===== config.mk =====
export PLATFORM = sky130hd
export DESIGN_NAME = tt_um_i2c_7seg
export DESIGN_NICKNAME = d
export VERILOG_FILES = /design/src/rtl/tt_um_i2c_7seg.sv
export SDC_FILE = /design/constraint.sdc
export NUM_CORES = 1
export LEC_CHECK = 0
export CAP_MARGIN = 20
export CORE_ASPECT_RATIO = 0.8
export CORE_MARGIN = 5
export CORE_UTILIZATION = 50
export DETAILED_ROUTE_END_ITERATION = 10
export PLACE_DENSITY_LB_ADDON = 0.2
export SYNTH_ARGS = -nofsm -noshare
export SYNTH_HDL_FRONTEND = slang
export SYNTH_SLANG_ARGS = --single-unit

===== constraint.sdc =====
create_clock -name clk -period 2.9 [get_ports clk]
set_input_delay 0.58 -clock clk [delete_from_list [all_inputs] [get_ports clk]]
set_output_delay 0.58 -clock clk [all_outputs]
set_load 0.1 [all_outputs]

===== src/rtl/tt_um_i2c_7seg.sv =====
// I2C target holding one display byte that drives a 7-segment digit plus decimal point.
// SCL/SDA are oversampled by clk; SDA is open-drain, so only uio_oe[0] ever pulls the line.
//
// state      | meaning
// -----------+-----------------------------------------------------------
// S_IDLE     | bus free, waiting for START
// S_ADDR     | shifting in 7-bit address + R/W
// S_ADDR_ACK | address matched; ACK driven across the 9th clock
// S_WRITE    | shifting in a data byte for disp_reg
// S_WRITE_ACK| data byte stored; ACK driven across the 9th clock
// S_READ     | driving disp_reg out MSB first
// S_READ_ACK | SDA released; sampling master ACK/NACK on the 9th rise
// S_IGNORE   | not addressed or master NACKed; silent until START/STOP
module tt_um_i2c_7seg #(
    parameter logic [6:0] I2C_ADDR = 7'h2A
) (
    input  logic       clk,
    input  logic       rst_n,
    input  logic       ena,
    input  logic [7:0] ui_in,
    output logic [7:0] uo_out,
    input  logic [7:0] uio_in,
    output logic [7:0] uio_out,
    output logic [7:0] uio_oe
);

    typedef enum logic [2:0] {
        S_IDLE,
        S_ADDR,
        S_ADDR_ACK,
        S_WRITE,
        S_WRITE_ACK,
        S_READ,
        S_READ_ACK,
        S_IGNORE
    } state_t;

    state_t     state_q, state_d;
    logic [2:0] scl_sync_q, scl_sync_d;
    logic [2:0] sda_sync_q, sda_sync_d;
    logic [3:0] cnt_q, cnt_d;
    logic [7:0] shift_q, shift_d;
    logic [7:0] disp_q, disp_d;
    logic       oe_q, oe_d;
    logic       rw_q, rw_d;

    logic       scl_rise, scl_fall, scl_high;
    logic       start_det, stop_det;
    logic       sda_bit;
    logic [7:0] byte_in;

    logic       unused_ok;
    assign unused_ok = &{1'b0, ena, ui_in[7:1], uio_in[7:1]};

    // Stage [1] is the settled sample; stage [2] is its one-clk-old copy for edge detection.
    assign scl_sync_d = {scl_sync_q[1:0], ui_in[0]};
    assign sda_sync_d = {sda_sync_q[1:0], uio_in[0]};

    assign scl_rise  =  scl_sync_q[1] & ~scl_sync_q[2];
    assign scl_fall  = ~scl_sync_q[1] &  scl_sync_q[2];
    assign scl_high  =  scl_sync_q[1] &  scl_sync_q[2];
    assign start_det =  scl_high & ~sda_sync_q[1] &  sda_sync_q[2];
    assign stop_det  =  scl_high &  sda_sync_q[1] & ~sda_sync_q[2];
    assign sda_bit   =  sda_sync_q[1];
    assign byte_in   = {shift_q[6:0], sda_bit};

    always_comb begin
        state_d = state_q;
        cnt_d   = cnt_q;
        shift_d = shift_q;
        disp_d  = disp_q;
        oe_d    = oe_q;
        rw_d    = rw_q;

        if (start_det) begin
            state_d = S_ADDR;
            cnt_d   = 4'd0;
            oe_d    = 1'b0;
        end else if (stop_det) begin
            state_d = S_IDLE;
            cnt_d   = 4'd0;
            oe_d    = 1'b0;
        end else begin
            case (state_q)
                S_ADDR: begin
                    if (scl_rise) begin
                        shift_d = byte_in;
                        cnt_d   = cnt_q + 4'd1;
                        if (cnt_q == 4'd7) begin
                            cnt_d = 4'd0;
                            if (shift_q[6:0] == I2C_ADDR) begin
                                state_d = S_ADDR_ACK;
                                rw_d    = sda_bit;
                            end else begin
                                state_d = S_IGNORE;
                            end
                        end
                    end
                end

                // First fall after the 8th bit asserts ACK, the next one (9th) ends it.
                S_ADDR_ACK: begin
                    if (scl_fall) begin
                        if (!oe_q) begin
                            oe_d = 1'b1;
                        end else if (rw_q) begin
                            state_d = S_READ;
                            cnt_d   = 4'd0;
                            oe_d    = ~disp_q[7];
                            shift_d = {disp_q[6:0], 1'b0};
                        end else begin
                            state_d = S_WRITE;
                            cnt_d   = 4'd0;
                            oe_d    = 1'b0;
                        end
                    end
                end

                S_WRITE: begin
                    if (scl_rise) begin
                        shift_d = byte_in;
                        cnt_d   = cnt_q + 4'd1;
                        if (cnt_q == 4'd7) begin
                            disp_d  = byte_in;
                            cnt_d   = 4'd0;
                            state_d = S_WRITE_ACK;
                        end
                    end
                end

                S_WRITE_ACK: begin
                    if (scl_fall) begin
                        if (!oe_q) begin
                            oe_d = 1'b1;
                        end else begin
                            oe_d    = 1'b0;
                            state_d = S_WRITE;
                        end
                    end
                end

                // shift_q[7] always holds the next bit to put on the bus.
                S_READ: begin
                    if (scl_rise) begin
                        cnt_d = cnt_q + 4'd1;
                    end else if (scl_fall) begin
                        if (cnt_q == 4'd8) begin
                            oe_d    = 1'b0;
                            cnt_d   = 4'd0;
                            state_d = S_READ_ACK;
                        end else begin
                            oe_d    = ~shift_q[7];
                            shift_d = {shift_q[6:0], 1'b0};
                        end
                    end
                end

                // cnt_q==1 marks "master ACKed"; the next byte starts on the following fall.
                S_READ_ACK: begin
                    if (scl_rise) begin
                        if (sda_bit) begin
                            state_d = S_IGNORE;
                        end else begin
                            cnt_d = 4'd1;
                        end
                    end else if (scl_fall && cnt_q == 4'd1) begin
                        state_d = S_READ;
                        cnt_d   = 4'd0;
                        oe_d    = ~disp_q[7];
                        shift_d = {disp_q[6:0], 1'b0};
                    end
                end

                default: begin
                    oe_d = 1'b0;
                end
            endcase
        end
    end

    // Synchronizers reset to the idle-bus level so reset release never fakes a START.
    always_ff @(posedge clk or posedge rst_n) begin
        if (rst_n) begin
            state_q    <= S_IDLE;
            scl_sync_q <= 3'b111;
            sda_sync_q <= 3'b111;
            cnt_q      <= 4'd0;
            shift_q    <= 8'h00;
            disp_q     <= 8'h00;
            oe_q       <= 1'b0;
            rw_q       <= 1'b0;
        end else begin
            state_q    <= state_d;
            scl_sync_q <= scl_sync_d;
            sda_sync_q <= sda_sync_d;
            cnt_q      <= cnt_d;
            shift_q    <= shift_d;
            disp_q     <= disp_d;
            oe_q       <= oe_d;
            rw_q       <= rw_d;
        end
    end

    assign uo_out  = disp_q;
    assign uio_out = 8'h00;
    assign uio_oe  = {7'b0, oe_q};

endmodule


==> metrics, run 1 <==
status finished, final reports clean; pre-CTS setup slack ~400 ps; CTS max path bufs 2; starting density of the core 0.528; Critical-path top delay cell dfstp_2; via count roughly 1.5k; crit-path max cell delay 560 ps; post-synthesis cell type count 53; GPL Wtd Cong roughly 0.83; Hold Fails Final Rpt 0; vias in the first global route roughly 1.4k; fraction of registers with async set/reset 1.00; Setup CP Type flop to flop; 1st-iter DRT viols between 90 and 100; clock skew between 5 and 6 ps; row cnt 20; met1 wire length 1.92 mm; multi-input logic area between 0.001 and 0.0015 sq mm; critical path endpoint category flop; area of the core approximately 0.0039 sq mm; setup ws final roughly 370 ps; Psw between 700 and 800 uW; hold_buf cts 0; share of layout cells above drive strength 1 0.287; RR Endpoint shift_q[2]$_DFFE_PP0P_; die width 81.3 microns; Crit path required time about 3100 ps; ANT cells 0; reg-to-reg critical path startpoint scl_sync_q[1]$_DFF_PP1_; Post-Route WL 3.94 mm; hold depth 0; number of port buffers 12; hold_sp scl_sync_q[0]$_DFF_PP1_; first-pass GRT wire length about 7.0 mm; Clk pwr share 0.186; 1st-pass router iterations 4; leakage power 0.969 nW; die area 0.00546 sq mm; synthesized area approximately 0.002 sq mm; register area share after synthesis 0.385; DR WL met2 ~1.7 mm; IO Pins 43; synth-to-layout area growth 8.11%; worst-path cell chain ha_1 > nor2b_1 > o21bai_2 > nand2_1 > a311oi_4 > mux2_2; final setup vio count 0; R2R Setup Slk around 370 ps; Hold Path End scl_sync_q[1]$_DFF_PP1_; largest net degree at the start of global routing 32; Reg power frac 0.373; grt total ovfl 0; clk root buf clkbuf_8; gr usage total 0.168; internal power around 1.0 mW; final setup TNS 0 ps; Net Sw Frac 0.415; Critical Path AT around 2700 ps; Worst Path Max Fanout 12; Slew headroom 0.574; Gate Count Post-Synth slightly below 200; Skew-Pair Late Insertion Delay 280 ps; uppermost layer routed met4; Fmax 0.395 GHz; Top FF cell, synth dfrtp_1; Post-synth EDFFs 0; htree depth 2; CTS Buf Count 5; # fillers 330; synth warn 0; Clock Pin Slew Worst Setup and Hold Paths about 70 ps; fin crit share 0.873; Least-Margin Pin Slew roughly 640 ps; worst vdd ir between 0.0004 and 0.0005 V; MaxCap Viol Count 0; DRC 0; storage element area ~780 sq um; CTS tree yes; Hold Crit Class flop to flop; combinational fraction of design power 0.441; final core occ 0.571; Syn Area/Cell 10.3 sq um; average wire per standard cell between 10 and 15 microns; synthesis-stage register bit count 31; Power Density between 800 and 900 mW/mm^2; post-CTS resize count 0; met3 WL around 320 microns; hold slack ~350 ps; count of final max-slew check failures 0; Final min period 2530 ps; Die H between 60 and 70 microns; Final Total Pwr approximately 1.8 mW; HPWL Detailed around 2.9 mm; RSZ-0062 raised after global routing false; Critical Path Source Type flop; setup bufs post-CTS 0; initial antenna violation count 0; worst-case reg-to-reg path depth 6; TritonCTS Sinks 31; Routed Antenna Nets 0; Nets roughly 230; Via-to-Cell Ratio approximately 5.5
[stage by stage]
| step | cells | cell area, sq um |
|---|---|---|
| 6_report | 264 | 2200 |
| 5_1_grt | 264 | 2200 |
| 4_1_cts | 264 | 2200 |
| 3_5_place_dp | 256 | 2110 |
| 3_3_place_gp | 256 | 2110 |
| 2_1_floorplan | 211 | 2090 |
[metal layers]
metal	GRT usage	vias to the layer above
li1	-	704
met1	0.239	693
met2	0.245	53
met3	0.0527	5
met4	0.0464	0
met5	0	-
[cell usage after synthesis (2+ instances only)]
cell type | number | area, sq um
a22o_1 | 2 | 17.5
a21o_1 | 2 | 15.0
buf_4 | 18 | 135
a21oi_1 | 7 | 35.0
clkbuf_1 | 2 | 7.51
a22oi_1 | 2 | 15.0
nor2_1 | 8 | 30.0
nand3_1 | 4 | 20.0
o22ai_1 | 3 | 18.8
xor2_1 | 3 | 26.3
inv_1 | 8 | 30.0
ha_1 | 6 | 75.1
o21ai_0 | 7 | 35.0
or2_2 | 2 | 12.5
o21a_1 | 2 | 15.0
buf_2 | 6 | 30.0
dfstp_2 | 6 | 158
nor3b_1 | 2 | 15.0
mux2_2 | 24 | 270
nor2b_1 | 3 | 18.8
mux2i_1 | 3 | 30.0
nand2b_1 | 4 | 25.0
dfrtp_1 | 25 | 626
nor3_1 | 2 | 10.0
nand3b_1 | 3 | 22.5
nand4_1 | 2 | 12.5
nand2_1 | 14 | 52.6
o221ai_1 | 2 | 17.5
[worst max-delay path, delay by kind of cell (launching register included)]
kind	cells	cell delay, ps
flip-flops	1	560
AO/OA/AOI/OAI	2	780
AND/OR/NAND/NOR	2	260
multiplexers	1	400
adder cells (fa/ha/maj)	1	410
[layout make-up]
cell class,count,area share
Timing Repair Buffer,16,0.0580
Sequential cell,31,0.356
Tap cell,55,0.0313
Clock inverter,3,0.00910
Multi-Input combinational cell,146,0.501
Clock buffer,5,0.0313
Inverter,8,0.0136
[cell usage in the layout, fill, tap and decap left out, types with 4 or more instances in the layout]
cell | synthesis | final
nor2_1 | 8 | 8
nand3_1 | 4 | 4
conb_1 | 1 | 15
nand2_1 | 14 | 14
dfstp_2 | 6 | 6
inv_1 | 8 | 8
clkbuf_8 | 0 | 5
mux2_2 | 24 | 24
o21ai_0 | 7 | 7
a21oi_1 | 7 | 7
nand2b_1 | 4 | 4
dfrtp_1 | 25 | 25
ha_1 | 6 | 6
buf_4 | 18 | 13
[worst max path at each step]
stage                              to  cells after the start  slack (ps)                    start
6_report       shift_q[2]$_DFFE_PP0P_                      6         370  scl_sync_q[1]$_DFF_PP1_
5_1_grt        shift_q[0]$_DFFE_PP0P_                      6         240  scl_sync_q[1]$_DFF_PP1_
4_1_cts        shift_q[0]$_DFFE_PP0P_                      6         400  scl_sync_q[1]$_DFF_PP1_
3_5_place_dp   shift_q[4]$_DFFE_PP0P_                      6         400  scl_sync_q[1]$_DFF_PP1_
3_3_place_gp   shift_q[3]$_DFFE_PP0P_                      6         450  scl_sync_q[1]$_DFF_PP1_
2_1_floorplan  shift_q[0]$_DFFE_PP0P_                      7         790  scl_sync_q[2]$_DFF_PP1_
[flip-flops by register name, indices dropped and copies added (netlist names)]
name,cells
cnt_q,4
oe_q,1
sda_sync_q,3
uo_out,8
rw_q,1
shift_q,8
scl_sync_q,3
state_q,3
[kinds of logic after synthesis]
family | count (synthesis) | share of synthesized area
simple gates | 54 | 0.161
compound gates | 41 | 0.156
buf+inv | 34 | 0.0996
flops | 31 | 0.385
mux | 27 | 0.148
fa+ha+maj | 6 | 0.0369
xor+xnor | 3 | 0.0129
other cells | 1 | 0.00184
[power by group through the flow]
| stage | combinational, mW | sequential [mW] | clock (mW) |
|---|---|---|---|
| floorplan | 0.724 | 0.596 | 0 |
| global placement | 0.758 | 0.660 | 0 |
| detailed placement | 0.777 | 0.666 | 0 |
| CTS | 0.783 | 0.658 | 0.338 |
| global route | 0.855 | 0.681 | 0.365 |
| finish | 0.783 | 0.661 | 0.330 |
Power figures use the tool's default switching activity.
==> run 2: changes to the inputs <==
--- a/config.mk
+++ b/config.mk
@@ -9,6 +9,7 @@
 export CORE_ASPECT_RATIO = 0.8
 export CORE_MARGIN = 5
 export CORE_UTILIZATION = 50
+export CTS_CLUSTER_DIAMETER = 60
 export DETAILED_ROUTE_END_ITERATION = 10
 export PLACE_DENSITY_LB_ADDON = 0.2
 export SYNTH_ARGS = -nofsm -noshare
==> results of run 2 <==
Final layout, timing and power as in run 1 (identical DEF).
==> run 3: changes to the inputs <==
--- a/config.mk
+++ b/config.mk
@@ -11,6 +11,7 @@
 export CORE_UTILIZATION = 50
 export CTS_CLUSTER_DIAMETER = 60
 export DETAILED_ROUTE_END_ITERATION = 10
+export GPL_ROUTABILITY_DRIVEN = 1
 export PLACE_DENSITY_LB_ADDON = 0.2
 export SYNTH_ARGS = -nofsm -noshare
 export SYNTH_HDL_FRONTEND = slang
==> results of run 3 <==
Final layout, timing and power as in run 1 (identical DEF).
